**src/rtl/dcf_time_pkg.sv**
```systemverilog
// Shared field layout, reset date and calendar helpers for the DCF77 time keeper.
// The 44-bit word is BCD, MSB first: year, month, day, weekday, hour, minute, second, 2'b00.
package dcf_time_pkg;

    localparam int unsigned YEAR_MSB  = 43;
    localparam int unsigned YEAR_LSB  = 36;
    localparam int unsigned MONTH_MSB = 35;
    localparam int unsigned MONTH_LSB = 31;
    localparam int unsigned DAY_MSB   = 30;
    localparam int unsigned DAY_LSB   = 25;
    localparam int unsigned WDAY_MSB  = 24;
    localparam int unsigned WDAY_LSB  = 22;
    localparam int unsigned HOUR_MSB  = 21;
    localparam int unsigned HOUR_LSB  = 16;
    localparam int unsigned MIN_MSB   = 15;
    localparam int unsigned MIN_LSB   = 9;

    // Power-up date is Saturday 2000-01-01 00:00:00.
    localparam logic [7:0] RST_YEAR  = 8'h00;
    localparam logic [4:0] RST_MONTH = 5'h01;
    localparam logic [5:0] RST_DAY   = 6'h01;
    localparam logic [2:0] RST_WDAY  = 3'd6;
    localparam logic [5:0] RST_HOUR  = 6'h00;
    localparam logic [6:0] RST_MIN   = 7'h00;
    localparam logic [6:0] RST_SEC   = 7'h00;

    // Leap test on the BCD digits: divisible by four within 00..99.
    function automatic logic is_leap(input logic [7:0] year_bcd);
        logic w_leap;
        if (year_bcd[4] == 1'b0) begin
            w_leap = (year_bcd[3:0] == 4'd0) || (year_bcd[3:0] == 4'd4) ||
                     (year_bcd[3:0] == 4'd8);
        end else begin
            w_leap = (year_bcd[3:0] == 4'd2) || (year_bcd[3:0] == 4'd6);
        end
        return w_leap;
    endfunction

    function automatic logic [5:0] days_in_month(input logic [4:0] month_bcd, input logic leap);
        logic [5:0] w_days;
        case (month_bcd)
            5'h04, 5'h06, 5'h09, 5'h11: w_days = 6'h30;
            5'h02:                      w_days = leap ? 6'h29 : 6'h28;
            default:                    w_days = 6'h31;
        endcase
        return w_days;
    endfunction

endpackage

```
**src/rtl/dcf_time_keeper_bcd_wrap_counter.sv**
```systemverilog
// Two-digit BCD counter that wraps from max_val to min_val with a combinational carry,
// so a chain of instances resolves a full calendar roll-over in one clock.
module bcd_wrap_counter #(
    parameter int unsigned W         = 8,
    parameter logic [W-1:0] RESET_VAL = '0
) (
    input  logic         clk,
    input  logic         reset,
    input  logic         inc,
    input  logic         load,
    input  logic [W-1:0] load_val,
    input  logic [W-1:0] max_val,
    input  logic [W-1:0] min_val,
    output logic [W-1:0] value,
    output logic         carry_out
);
    localparam int unsigned TW = W - 4;

    logic [W-1:0]  r_value;
    logic [W-1:0]  w_next;
    logic [TW-1:0] w_tens_inc;

    // Using >= lets an out-of-range loaded value fall back to min_val at its next step.
    assign carry_out  = inc & (r_value >= max_val);
    assign w_tens_inc = r_value[W-1:4] + TW'(1);
    assign value      = r_value;

    // Next-value selection: wrap, ones-digit carry into tens, or plain increment.
    always_comb begin
        w_next = r_value;
        if (carry_out) begin
            w_next = min_val;
        end else if (inc) begin
            if (r_value[3:0] >= 4'd9) begin
                w_next = {w_tens_inc, 4'd0};
            end else begin
                w_next = {r_value[W-1:4], r_value[3:0] + 4'd1};
            end
        end else begin
            w_next = r_value;
        end
    end

    // Value register; load has priority over counting.
    always_ff @(posedge clk) begin
        if (reset) begin
            r_value <= RESET_VAL;
        end else if (load) begin
            r_value <= load_val;
        end else begin
            r_value <= w_next;
        end
    end

endmodule

```
**src/rtl/dcf_time_keeper.sv**
```systemverilog
// Free-running BCD calendar clock: loads the DCF77 word at valid minute marks, advances
// once per second strobe, and flags loss of sync after a holdover period without loads.
module dcf_time_keeper
    import dcf_time_pkg::*;
#(
    parameter int unsigned HOLDOVER_MIN = 60
) (
    input  logic        clk,
    input  logic        reset,
    input  logic        clk_en_1hz,
    input  logic        minute_start_in,
    input  logic [43:0] timeAndDate_in,
    input  logic        data_valid,
    output logic [43:0] timeAndDate_out,
    output logic        synced,
    output logic        sec_tick,
    output logic        min_tick
);
    localparam logic [7:0] HOLD_LIMIT = 8'(HOLDOVER_MIN);

    logic       w_load;
    logic       w_tick;
    logic       w_sec_carry;
    logic       w_min_carry;
    logic       w_hour_carry;
    logic       w_day_carry;
    logic       w_month_carry;
    logic       w_year_carry;
    logic [6:0] w_sec;
    logic [6:0] w_min;
    logic [5:0] w_hour;
    logic [5:0] w_day;
    logic [4:0] w_month;
    logic [7:0] w_year;
    logic [5:0] w_dim;
    logic       w_unused_low;

    logic [2:0] r_wday;
    logic [7:0] r_hold;
    logic       r_synced;
    logic       r_sec_tick;
    logic       r_min_tick;

    assign w_load       = minute_start_in & data_valid;
    assign w_tick       = clk_en_1hz & ~w_load;
    assign w_dim        = days_in_month(w_month, is_leap(w_year));
    assign w_unused_low = &{1'b0, timeAndDate_in[8:0], w_year_carry};

    bcd_wrap_counter #(.W(7), .RESET_VAL(RST_SEC)) u_sec (
        .clk(clk), .reset(reset), .inc(w_tick), .load(w_load), .load_val(7'h00),
        .max_val(7'h59), .min_val(7'h00), .value(w_sec), .carry_out(w_sec_carry)
    );

    bcd_wrap_counter #(.W(7), .RESET_VAL(RST_MIN)) u_min (
        .clk(clk), .reset(reset), .inc(w_sec_carry), .load(w_load),
        .load_val(timeAndDate_in[MIN_MSB:MIN_LSB]),
        .max_val(7'h59), .min_val(7'h00), .value(w_min), .carry_out(w_min_carry)
    );

    bcd_wrap_counter #(.W(6), .RESET_VAL(RST_HOUR)) u_hour (
        .clk(clk), .reset(reset), .inc(w_min_carry), .load(w_load),
        .load_val(timeAndDate_in[HOUR_MSB:HOUR_LSB]),
        .max_val(6'h23), .min_val(6'h00), .value(w_hour), .carry_out(w_hour_carry)
    );

    bcd_wrap_counter #(.W(6), .RESET_VAL(RST_DAY)) u_day (
        .clk(clk), .reset(reset), .inc(w_hour_carry), .load(w_load),
        .load_val(timeAndDate_in[DAY_MSB:DAY_LSB]),
        .max_val(w_dim), .min_val(6'h01), .value(w_day), .carry_out(w_day_carry)
    );

    bcd_wrap_counter #(.W(5), .RESET_VAL(RST_MONTH)) u_month (
        .clk(clk), .reset(reset), .inc(w_day_carry), .load(w_load),
        .load_val(timeAndDate_in[MONTH_MSB:MONTH_LSB]),
        .max_val(5'h12), .min_val(5'h01), .value(w_month), .carry_out(w_month_carry)
    );

    bcd_wrap_counter #(.W(8), .RESET_VAL(RST_YEAR)) u_year (
        .clk(clk), .reset(reset), .inc(w_month_carry), .load(w_load),
        .load_val(timeAndDate_in[YEAR_MSB:YEAR_LSB]),
        .max_val(8'h99), .min_val(8'h00), .value(w_year), .carry_out(w_year_carry)
    );

    // Weekday, holdover tracking and strobe outputs.
    always_ff @(posedge clk) begin
        if (reset) begin
            r_wday     <= RST_WDAY;
            r_hold     <= 8'd0;
            r_synced   <= 1'b0;
            r_sec_tick <= 1'b0;
            r_min_tick <= 1'b0;
        end else begin
            r_sec_tick <= w_tick;
            r_min_tick <= w_load | w_sec_carry;
            if (w_load) begin
                r_wday   <= timeAndDate_in[WDAY_MSB:WDAY_LSB];
                r_hold   <= 8'd0;
                r_synced <= 1'b1;
            end else begin
                if (w_hour_carry) begin
                    r_wday <= (r_wday >= 3'd7) ? 3'd1 : r_wday + 3'd1;
                end
                if (w_sec_carry && (r_hold != HOLD_LIMIT)) begin
                    r_hold <= r_hold + 8'd1;
                end
                // Sync drops the cycle after the counter has reached the limit.
                if (r_hold == HOLD_LIMIT) begin
                    r_synced <= 1'b0;
                end
            end
        end
    end

    assign timeAndDate_out = {w_year, w_month, w_day, r_wday, w_hour, w_min, w_sec, 2'b00};
    assign synced          = r_synced;
    assign sec_tick        = r_sec_tick;
    assign min_tick        = r_min_tick;

endmodule

```
**config.mk**
```make
export PLATFORM = sky130hd
export DESIGN_NAME = dcf_time_keeper
export DESIGN_NICKNAME = d
export VERILOG_FILES = /design/src/rtl/dcf_time_pkg.sv /design/src/rtl/dcf_time_keeper_bcd_wrap_counter.sv /design/src/rtl/dcf_time_keeper.sv
export SDC_FILE = /design/constraint.sdc
export NUM_CORES = 1
export LEC_CHECK = 0
export ABC_AREA = 1
export BUFFER_PORTS_ARGS = -buffer_cell sky130_fd_sc_hd__buf_4
export CORE_MARGIN = 5
export CORE_UTILIZATION = 55
export DETAILED_ROUTE_END_ITERATION = 10
export PLACE_DENSITY = 0.82
export SLEW_MARGIN = 20
export SYNTH_ARGS = -nofsm -noshare
export SYNTH_HDL_FRONTEND = slang
export SYNTH_HIERARCHICAL = 1
export SYNTH_SLANG_ARGS = --single-unit
export TNS_END_PERCENT = 1
```
**constraint.sdc**
```tcl
create_clock -name clk -period 3.2 [get_ports clk]
set_input_delay 0.16 -clock clk [delete_from_list [all_inputs] [get_ports clk]]
set_output_delay 0.16 -clock clk [all_outputs]
set_load 0.05 [all_outputs]
```
; ---- Yosys cells after proc, flatten, opt, wreduce, memory -nomap -nowiden
; Index checks and enable logic that the tools add are counted.
[totals]
regBits = 53
inputBits = 49
output_inout_bits = 47
word_cells = 120
[op_classes]
addsub = 14
magnitude_cmp = 13
n_eq_ne = 11
mux = 29
bitwise = 10
reduce_logical = 26
[ops]
columns = operator, count
row1 = two-way mux 6 bit, 8
row2 = two-way mux 8 bit, 4
row3 = nonzero test 3 bit, 10
row4 = "adder 4 x 1 -> 4 bit, second input constant", 7
row5 = two-way mux 7 bit, 4
row6 = ">= comparator 4 bit, second input constant", 6
row7 = two-way mux 5 bit, 4
row8 = ">= comparator 7 bit, second input constant", 2
row9 = AND reduction 2 bit, 6
row10 = "equality test 5 x 3 -> 1 bit, second input constant", 2
row11 = one-hot mux 5 bit (2 select lines), 1
row12 = "adder 3 x 1 -> 3 bit, second input constant", 3
row13 = two-way mux 3 bit, 3
row14 = "adder 8 x 1 -> 8 bit, second input constant", 1
row15 = AND 1 bit, 8
row16 = "equality test 4 x 3 -> 1 bit, second input constant", 2
row17 = "equality test 8 x 6 -> 1 bit, second input constant", 1
row18 = ">= comparator 8 bit, second input constant", 1
row19 = "!= test 8 x 6 -> 1 bit, second input constant", 1
row20 = >= comparator 6 bit, 1
row21 = ">= comparator 6 bit, second input constant", 1
row22 = "equality test 5 x 2 -> 1 bit, second input constant", 1
row23 = "equality test 5 x 4 -> 1 bit, second input constant", 1
row24 = "equality test 5 bit, second input constant", 1
row25 = 17 further kinds, 24

; ---- Depth between registers and ports, before layout
; Gate-level depths: netlist of run 1.
[logic_depth]
ltp_word = 12
ltp_mapped = 25
ltp_nobuf = 24

; ---- By module
; The synthesis of run 1 kept the hierarchy.
[by_module_without_submodules]
columns = mod, n_inst, cells_each, area_each_um2, seq_area_each_um2
row1 = bcd_wrap_counter (u_min ...), 2, 124, 817.0, 140.1
row2 = bcd_wrap_counter (u_year), 1, 150, 939.7, 160.2
row3 = dcf_time_keeper, 1, 135, 897.1, 280.3
row4 = bcd_wrap_counter (u_hour), 1, 103, 691.9, 120.1
row5 = bcd_wrap_counter (u_day), 1, 101, 683.2, 120.1
row6 = bcd_wrap_counter (u_month), 1, 96, 630.6, 100.1

; ---- Least setup slack after synthesis of run 1
; Ideal clock, no wire load.
[synth_timing]
path_type = reg-to-reg
start = reg u_sec.r_value[0] (netlist: u_sec/value[0])
end = reg u_year.r_value[3] (netlist: u_year/value[3])
setup_ps = 70
t_arrival_ps = 3140
t_required_ps = 3130
slack_ps = -10
stages_incl_launch_ff = 24
path_buffers = 1
period_less_slack_ps = 3210
path_cell_list = dfxtp_1 -> inv_1 -> ha_1 -> inv_1 -> nor2_1 -> nand2_1 -> nand3_2 -> nand2_4 -> inv_2 -> nand2_4 -> inv_2 -> nand2_4 -> inv_2 -> nand2_4 -> inv_4 -> inv_2 -> nor2_4 -> buf_2 -> inv_1 -> nor2_1 -> inv_1 -> a21oi_1 -> nand2_1 -> a21oi_1
[synth_between]
elab_chain_cells = 9
elab_cells_between_ends = 10
cone_classes = order compare (1) / mux (2) / bitwise (6) / reduce/logical (1)
[synth_rtl]
columns = element, line
row1 = "start, declared", dcf_time_keeper_bcd_wrap_counter.sv:19  ; logic [W-1:0] r_value;
row2 = "start signal, assigned", dcf_time_keeper_bcd_wrap_counter.sv:49  ; r_value <= load_val;
row3 = "start signal, assigned", dcf_time_keeper_bcd_wrap_counter.sv:51  ; r_value <= w_next;
row4 = >= comparator 7 bit (*), dcf_time_keeper_bcd_wrap_counter.sv:24  ; assign carry_out = inc & (r_value >= max_val);
row5 = AND 1 bit (*), dcf_time_keeper_bcd_wrap_counter.sv:24
row6 = via w_sec_carry, dcf_time_keeper.sv:23  ; logic w_sec_carry;
row7 = AND 1 bit (*), dcf_time_keeper_bcd_wrap_counter.sv:24
row8 = via w_min_carry, dcf_time_keeper.sv:24  ; logic w_min_carry;
row9 = AND 1 bit (*), dcf_time_keeper_bcd_wrap_counter.sv:24
row10 = via w_hour_carry, dcf_time_keeper.sv:25  ; logic w_hour_carry;
row11 = AND 1 bit (*), dcf_time_keeper_bcd_wrap_counter.sv:24
row12 = via w_day_carry, dcf_time_keeper.sv:26  ; logic w_day_carry;
row13 = AND 1 bit (*), dcf_time_keeper_bcd_wrap_counter.sv:24
row14 = via w_month_carry, dcf_time_keeper.sv:27  ; logic w_month_carry;
row15 = AND 1 bit, dcf_time_keeper_bcd_wrap_counter.sv:24
row16 = two-way mux 8 bit, dcf_time_keeper_bcd_wrap_counter.sv:31  ; if (carry_out) begin
row17 = two-way mux 8 bit, dcf_time_keeper_bcd_wrap_counter.sv:48  ; end else if (load) begin
row18 = "end signal, assigned", dcf_time_keeper_bcd_wrap_counter.sv:49
row19 = "end signal, assigned", dcf_time_keeper_bcd_wrap_counter.sv:51
row20 = "end, declared", dcf_time_keeper_bcd_wrap_counter.sv:19
; Mark *: on every way through the listed nets, which the timed path passes. The rest lies on a longest branch.
; A chain may end at the register's enable or synchronous reset.

; ---- Worst setup path in the final report of run 1
[layout_timing]
start = reg u_sec.r_value[0] (netlist: u_sec/value[0])
end = reg u_year.r_value[1] (netlist: u_year/value[1])
; The elaborated chain is that of the path after synthesis.

==> results.txt, run 1 <==
----------------------------------------------------
[Status]
  Status ... finished, final reports clean

[Floorplanning]
  Initial cell density of the core ... 56.3%
  Die height ... 110 µm
  Core ar. ... 9730 µm²
  Die footprint ... 12000 µm²
  Std-Cell Rows ... 36
  Io pins ... 96
  Die boundary width ... 110 µm

[Worst hold path]
  Worst Hold Path Cells ... 3
  Worst Hold Class ... in -> reg

[Global routing]
  GR Util All Layers ... 21.1%
  Number of global-route vias before repair ... 4857
  Number of antenna violations at the first check in global routing ... 0
  Wire length of the first global-routing pass ... 21100 µm
  GRT Residual Overflow ... 0
  Largest net degree at the start of global routing ... 63

[CTS]
  Clk sinks ... 53
  CTS H-tree lvls ... 2
  Root Buffer Master ... sky130_fd_sc_hd__clkbuf_8
  Max Buffers Root-to-Sink ... 2
  Number of gates given a new drive strength after cts ... 0
  Buffer count from post-CTS setup fixing ... 0
  Clock-pin transition on the worst setup and hold timing paths ... 100 ps
  Num CTS Buffers ... 5
  CTS tree ... yes
  Clock network latency to the later pin of the worst-skew pair ... 310 ps
  Hold buffer count at CTS ... 0

[Pwr]
  Power density cells ... 272 nW/µm²
  VDD IR-drop max ... 0.210 mV
  Pleak ... 3.58 nW
  Total power draw ... 1.82 mW

[Detailed routing]
  DR vias/cell ... 4.66
  Average wire per cell in the routed design ... 10.8 µm
  Total wire length after detailed routing ... 12300 µm
  DRC marker count from the first detailed-route iteration ... 187
  Number of nets still failing antenna checks after routing ... 0
  Drt pass-1 iters ... 4
  Drc violations ... 0
  Total number of vias ... 5303

[Flow run]
  Number of violations of the max-capacitance limit ... 0

[Placed design]
  RD Place Congestion ... 0.807
  Half-perimeter wire length after detailed placement ... 9560 µm
  Placed cell area ... 6580 µm²
  Number of placed cells counting well taps ... 1130
  Count of input and output buffers ... 84

[STA]
  Endpoints failing hold ... 0
  Count of endpoints failing setup in the final report ... 0
  Final worst clock skew ... 12.8 ps
  Max Freq ... 0.341 GHz
  Shortest clock period the worst path allows after layout ... 2930 ps
  Worst hold slack after final layout ... 93.0 ps
  Max-slew violation count ... 0
  Worst slew pin tran ... 711 ps
  Final worst path period share ... 91.6%
  Worst-case headroom to the max-slew limit ... 52.6%

[Worst setup path]
  CP Capture Type ... flop
  Required arrival time at the worst endpoint ... 3440 ps
  Arrival time of data at the critical path endpoint ... 3170 ps
  Largest fanout on the critical path ... 9
  Worst Path Class, Setup ... reg -> reg
  Sort of element at the start of the critical path ... flop
  Cell count of the worst reg-to-reg path ... 23

[Layout]
  Fraction of layout instances using a drive strength above 1 ... 22.1%
  Signed area change from the synthesized netlist to the final layout ... 22.1%
  Total number of nets in the final design ... 1117
  Most frequent cells in the layout ... sky130_fd_sc_hd__nand2_1 (181), sky130_fd_sc_hd__inv_1 (160), sky130_fd_sc_hd__buf_4 (92)
  Fin cells ... 1137
  Final core area utilization ... 68.7%
  Post-Layout Inst Area ... 6680 µm²
  Diodes inserted ... 0
  Most common cell after layout, fill and taps aside ... sky130_fd_sc_hd__nand2_1

[Yosys]
  Area of the mapped netlist ... 5470 µm²
  Warnings from Yosys ... 6
  Count of mapped cells out of synthesis ... 832
  Mean instance size in the synthesized netlist ... 6.58 µm²

----------------------------------------------------
[final cells by class]
class / instances / area, µm²
Multi-Input combinational cell: 671 / 3980
Fill cell: 893 / 3050
Sequential cell: 53 / 1060
Timing Repair Buffer: 92 / 691
Inverter: 181 / 687
Tap cell: 133 / 166
Clock buffer: 6 / 82.6
Clock inverter: 1 / 7.51
[worst paths after layout]
kind	startpoint	endpoint	slack (ps)
hold reg to reg	synced$_SDFFE_PP0P_	synced$_SDFFE_PP0P_	490
setup / recovery	u_sec/value[0]$_SDFFE_PP0P_	u_year/value[1]$_SDFFE_PP0P_	270
setup reg to reg	u_sec/value[0]$_SDFFE_PP0P_	u_year/value[1]$_SDFFE_PP0P_	270
hold / removal	timeAndDate_in[23]	r_wday[1]$_SDFFE_PP1P_	90
[layer usage]
| layer | track usage [%] | share of wire [%] | vias to the layer above |
|---|---|---|---|
| met1 | 27.0 | 47 | 2327 |
| met3 | 2.64 | 3.9 | 8 |
| met4 | 3.29 | 0.56 | 0 |
| met5 | 0 | 0 | - |
| li1 | - | - | 2888 |
| met2 | 38.3 | 49 | 80 |
[state kept, by name, summed over array words and instances (netlist names)]
register / flops
u_year/value: 8
u_sec/value: 7
u_day/value: 6
synced: 1
r_hold: 8
r_wday: 3
sec_tick: 1
u_hour/value: 6
u_min/value: 7
u_month/value: 5
min_tick: 1
[power by group]
part / total (mW) / switching (mW) / leakage [nW] / internal, mW
registers: 0.743 / 0.0483 / 0.434 / 0.695
clock network: 0.401 / 0.229 / 0.0433 / 0.172
logic: 0.676 / 0.436 / 3.10 / 0.240
[worst max-delay path: stages, from the launching register on]
cell                      delay [ps]
sky130_fd_sc_hd__dfxtp_2         400
sky130_fd_sc_hd__inv_1            90
sky130_fd_sc_hd__ha_1            280
sky130_fd_sc_hd__inv_1            30
sky130_fd_sc_hd__nor2_1           90
sky130_fd_sc_hd__nand2_1         100
sky130_fd_sc_hd__nand3_2         120
sky130_fd_sc_hd__nand2_4          80
sky130_fd_sc_hd__inv_2           100
sky130_fd_sc_hd__nand2_4          80
sky130_fd_sc_hd__inv_4           120
sky130_fd_sc_hd__nand2_4          90
sky130_fd_sc_hd__inv_4           100
sky130_fd_sc_hd__nand2_4          90
sky130_fd_sc_hd__inv_4           120
sky130_fd_sc_hd__inv_2            70
sky130_fd_sc_hd__nor2_4          140
sky130_fd_sc_hd__buf_4           190
sky130_fd_sc_hd__inv_1            60
sky130_fd_sc_hd__nor2_2          120
sky130_fd_sc_hd__inv_1            70
sky130_fd_sc_hd__a21oi_1         120
sky130_fd_sc_hd__nand2_1          80
sky130_fd_sc_hd__a21oi_1         130
[metrics by stage]
stage / setup WS, ps / TNS, ps
global placement: 270 / 0
finish: 268 / 0
detailed placement: 193 / 0
CTS: 175 / 0
global route: -6.39 / -6.39
floorplan: 137 / 0
Power figures use the tool's default switching activity.
==> inputs of run 2 (changes only) <==
- CORE_UTILIZATION: 55 -> 54
- PLACE_DENSITY: 0.82 -> 0.84
- SYNTH_HIERARCHICAL: 1 -> not set
==> run 2 against run 1 <==
Worst hold slack worse by 20 ps. Register-to-register slack improved by 370 ps. Sequential power down 2%. Clock-buffer cell count is 1 lower. Critical path depth down 7. Setup slack improved by 370 ps. Via count fell by 31%. Highest routed layer unchanged.
==> results.txt, run 2 <==
----------------------------------------------------
[Layout]
  Most frequent cells in the layout ... sky130_fd_sc_hd__nand2_1 (107), sky130_fd_sc_hd__buf_4 (85), sky130_fd_sc_hd__inv_1 (80) (was sky130_fd_sc_hd__nand2_1 (181), sky130_fd_sc_hd__inv_1 (160), sky130_fd_sc_hd__buf_4 (92))
  Fin cells ... 698 (was 1137)
  Fillcell total ... 618 (was 893)
  Most common cell after layout, fill and taps aside ... sky130_fd_sc_hd__nand2_1 (unchanged)
  Signed area change from the synthesized netlist to the final layout ... 19.6% (was 22.1%)
  Total number of nets in the final design ... 704 (was 1117)
  Diodes inserted ... 0 (unchanged)
  Final core area utilization ... 65.7% (was 68.7%)
  Fraction of layout instances using a drive strength above 1 ... 19.9% (was 22.1%)

[Yosys]
  Cell type with the highest aggregate area in the netlist ... sky130_fd_sc_hd__dfxtp_1
  Warnings from Yosys ... 0 (was 6)
  Yosys cell types ... 45
  Cell types occupying the most area after synthesis ... sky130_fd_sc_hd__dfxtp_1 (29%), sky130_fd_sc_hd__ha_1 (12%), sky130_fd_sc_hd__nand2_1 (11%), sky130_fd_sc_hd__inv_1 (8.1%), sky130_fd_sc_hd__nor2_1 (6.6%)
  Most numerous cell in the Yosys netlist ... sky130_fd_sc_hd__nand2_1
  Post-synthesis sequential area ratio ... 28.6%
  EDFF count, synth ... 0
  Count of mapped cells out of synthesis ... 541 (was 832)
  Most common flop cell mapped by yosys ... sky130_fd_sc_hd__dfxtp_1
  Share of synthesized registers carrying an async set or reset ... 0%
  Area of the mapped netlist ... 3710 µm² (was 5470 µm²)
  Share of Yosys cell area claimed by the top area cell type ... 28.6%
  Most instantiated cells after synthesis ... sky130_fd_sc_hd__nand2_1 (107), sky130_fd_sc_hd__inv_1 (80), sky130_fd_sc_hd__nor2_1 (65)
  FF+latch count, synth ... 53
  Mean instance size in the synthesized netlist ... 6.86 µm² (was 6.58 µm²)

[Placed design]
  RD Place Congestion ... 0.856 (was 0.807)
  Number of placed cells counting well taps ... 692 (was 1130)
  Half-perimeter wire length after detailed placement ... 6880 µm (was 9560 µm)
  Post-place setup slack ... 691 ps (was 193 ps)
  Count of input and output buffers ... 84 (unchanged)

[STA]
  Count of endpoints failing setup in the final report ... 0 (unchanged)
  Endpoints failing hold ... 0 (unchanged)
  Final worst path period share ... 79.9% (was 91.6%)
  RSZ-0062 raised after global routing ... no
  Shortest clock period the worst path allows after layout ... 2560 ps (was 2930 ps)
  Worst slew pin tran ... 802 ps (was 711 ps)
  Slack of the critical path ... 643 ps (was 268 ps)
  Max-slew violation count ... 0 (unchanged)
  Setup TNS Final ... 0 ps (unchanged)
  Final worst clock skew ... 6.73 ps (was 12.8 ps)
  Worst-case headroom to the max-slew limit ... 46.2% (was 52.6%)
  Max Freq ... 0.391 GHz (was 0.341 GHz)

[Global routing]
  GRT Residual Overflow ... 0 (unchanged)
  Largest net degree at the start of global routing ... 27 (was 63)
  Number of antenna violations at the first check in global routing ... 0 (unchanged)
  GR Util All Layers ... 21.4% (was 21.1%)
  Number of global-route vias before repair ... 3509 (was 4857)
  Wire length of the first global-routing pass ... 15400 µm (was 21100 µm)

[Flow run]
  Number of violations of the max-capacitance limit ... 0 (unchanged)

[CTS]
  Number of gates given a new drive strength after cts ... 0 (unchanged)
  Clock-pin transition on the worst setup and hold timing paths ... 100 ps (about the same)
  CTS H-tree lvls ... 2 (unchanged)
  CTS tree ... yes (unchanged)
  Num CTS Buffers ... 5 (unchanged)
  Buffer count from post-CTS setup fixing ... 0 (unchanged)
  Clk sinks ... 53 (unchanged)
  Root Buffer Master ... sky130_fd_sc_hd__clkbuf_8 (unchanged)
  Max Buffers Root-to-Sink ... 2 (unchanged)
  Hold buffer count at CTS ... 0 (unchanged)
  Clock network latency to the later pin of the worst-skew pair ... 310 ps (about the same)

[Detailed routing]
  Average wire per cell in the routed design ... 12.9 µm (was 10.8 µm)
  DRC marker count from the first detailed-route iteration ... 154 (was 187)
  DR vias/cell ... 5.26 (was 4.66)
  Number of nets still failing antenna checks after routing ... 0 (unchanged)
  Total number of vias ... 3671 (was 5303)
  Drt pass-1 iters ... 4 (unchanged)
  Drc violations ... 0 (unchanged)
  Total wire length after detailed routing ... 9040 µm (was 12300 µm)

[Floorplanning]
  Std-Cell Rows ... 30 (was 36)
  Die footprint ... 8630 µm² (was 12000 µm²)
  Die height ... 92.9 µm (was 110 µm)
  Die boundary width ... 92.9 µm (was 110 µm)
  Initial cell density of the core ... 54.9% (was 56.3%)
  Core ar. ... 6760 µm² (was 9730 µm²)
  Io pins ... 96 (unchanged)

[Worst setup path]
  Beginning of the worst register-to-register path ... u_year.value[0]$_SDFFE_PP0P_ (was u_sec/value[0]$_SDFFE_PP0P_)
  Arrival time of data at the critical path endpoint ... 2810 ps (was 3170 ps)
  Worst Path Class, Setup ... reg -> reg (unchanged)
  Largest fanout on the critical path ... 11 (was 9)
  Register-to-register setup slack ... 640 ps (was 270 ps)
  CP Capture Type ... flop (unchanged)
  Dominant cell type by count on the critical path ... sky130_fd_sc_hd__nor2_1
  Critical path cell sequence ... inv_1 > ha_1 > nand2_1 > nand2_1 > o211ai_1 > a22oi_1 > nor2_1 > a41oi_1 > ha_1 > nand4_1 > nand3_2 > nand2_2 > nand2_2 > o21ai_0 > nor2_1 > nor2_1 (was inv_1 > ha_1 > inv_1 > nor2_1 > nand2_1 > nand3_2 > nand2_4 > inv_2 > nand2_4 > inv_4 > nand2_4 > inv_4 > nand2_4 > inv_4 > inv_2 > nor2_4 > buf_4 > inv_1 > nor2_2 > inv_1 > a21oi_1 > nand2_1 > a21oi_1)
  Cell count of the worst reg-to-reg path ... 16 (was 23)
  Critical Path Sink ... u_day.value[5]$_SDFFE_PP0P_ (was u_year/value[1]$_SDFFE_PP0P_)
  Start point of the critical path ... u_year.value[0]$_SDFFE_PP0P_ (was u_sec/value[0]$_SDFFE_PP0P_)
  Sort of element at the start of the critical path ... flop (unchanged)
  Reg-to-reg critical path endpoint ... u_day.value[5]$_SDFFE_PP0P_ (was u_year/value[1]$_SDFFE_PP0P_)
  Required arrival time at the worst endpoint ... 3450 ps (was 3440 ps)
  Critical-path cell with the highest stage delay ... sky130_fd_sc_hd__dfxtp_1 (was sky130_fd_sc_hd__dfxtp_2)
  Delay of the slowest critical-path stage ... 450 ps (was 400 ps)

[Status]
  Status ... finished, final reports clean (unchanged)

[Pwr]
  Total power draw ... 1.51 mW (was 1.82 mW)
  Pleak ... 2.16 nW (was 3.58 nW)
  Power density cells ... 339 nW/µm² (was 272 nW/µm²)
  VDD IR-drop max ... 0.178 mV (was 0.210 mV)

[Worst hold path]
  Worst Hold Class ... in -> reg (unchanged)

----------------------------------------------------
-- run 2: changes by cell type in the layout (fill, tap and decap cells not counted), sizes merged, moves of 6 or more --
cell / delta
ha: -28
a31oi: +7
buf: -7
nand3: -22
a21oi: -37
nor2: -6
inv: -95
a22oi: -19
nand4: +10
nand2: -100
conb: -82
-- run 2: per-stage QoR --
| step | hold slack (ps) | instance area (µm²) |
|---|---|---|
| after CTS | 68.8 | 4440 |
| after floorplan | 292 | 3710 |
| after detailed placement | 392 | 4360 |
| after global placement | 395 | 4360 |
| after global routing | 75.1 | 4440 |
| final | 72.9 | 4440 |
-- run 2: cell families (layout without fill, tap and decap cells) --
family / count (synthesis) / count (layout) / synth area share (%)
AND/OR/NAND/NOR: 258 / 258 / 32.9
other: 1 / 2 / 0.101
XOR/XNOR: 15 / 15 / 3.54
flip-flops: 53 / 53 / 28.6
buffers and inverters: 100 / 176 / 11.0
adder cells (fa/ha/maj): 36 / 36 / 12.1
AO/OA/AOI/OAI: 78 / 78 / 11.8
-- run 2: per-layer routing --
layer	vias up	part of all wire, %	global-route usage (%)
li1	1889	-	-
met1	1667	45	26.9
met2	99	48	37.7
met3	16	5.1	3.41
met4	0	1.8	5.74
met5	-	0	0
-- run 2: critical path: cells and delay by family (launching register included) --
family,cells,cell delay (ps)
adders and majority gates,2,510
and+or+nand+nor,9,900
AOI/OAI and AO/OA,4,500
DFF,1,450
buffers and inverters,1,130
-- run 2: area by class of cell --
type / instances / area [µm²] / share of cell area, %
tap: 80 / 100 / 2.26
timing repair buffer: 85 / 638 / 14.4
inverter: 85 / 319 / 7.19
multi-input combinational: 389 / 2250 / 50.6
clock inverter: 1 / 5.00 / 0.113
clock buffer: 5 / 68.8 / 1.55
sequential: 53 / 1060 / 23.9
-- run 2: worst min path at each step --
| stage | start | endpoint | depth (start not counted) |
|---|---|---|---|
| global placement | timeAndDate_in[24] | r_wday[2]$_SDFFE_PP1P_ | 3 |
| CTS | timeAndDate_in[24] | r_wday[2]$_SDFFE_PP1P_ | 3 |
| finish | timeAndDate_in[24] | r_wday[2]$_SDFFE_PP1P_ | 3 |
| detailed placement | timeAndDate_in[24] | r_wday[2]$_SDFFE_PP1P_ | 3 |
| floorplan | timeAndDate_in[23] | r_wday[1]$_SDFFE_PP1P_ | 2 |
| global route | timeAndDate_in[23] | r_wday[1]$_SDFFE_PP1P_ | 3 |
-- run 2: where the power goes --
| part | switching [mW] | total, mW | internal, mW |
|---|---|---|---|
| clock | 0.224 | 0.369 | 0.145 |
| combinational | 0.266 | 0.406 | 0.140 |
| sequential | 0.0422 | 0.731 | 0.689 |
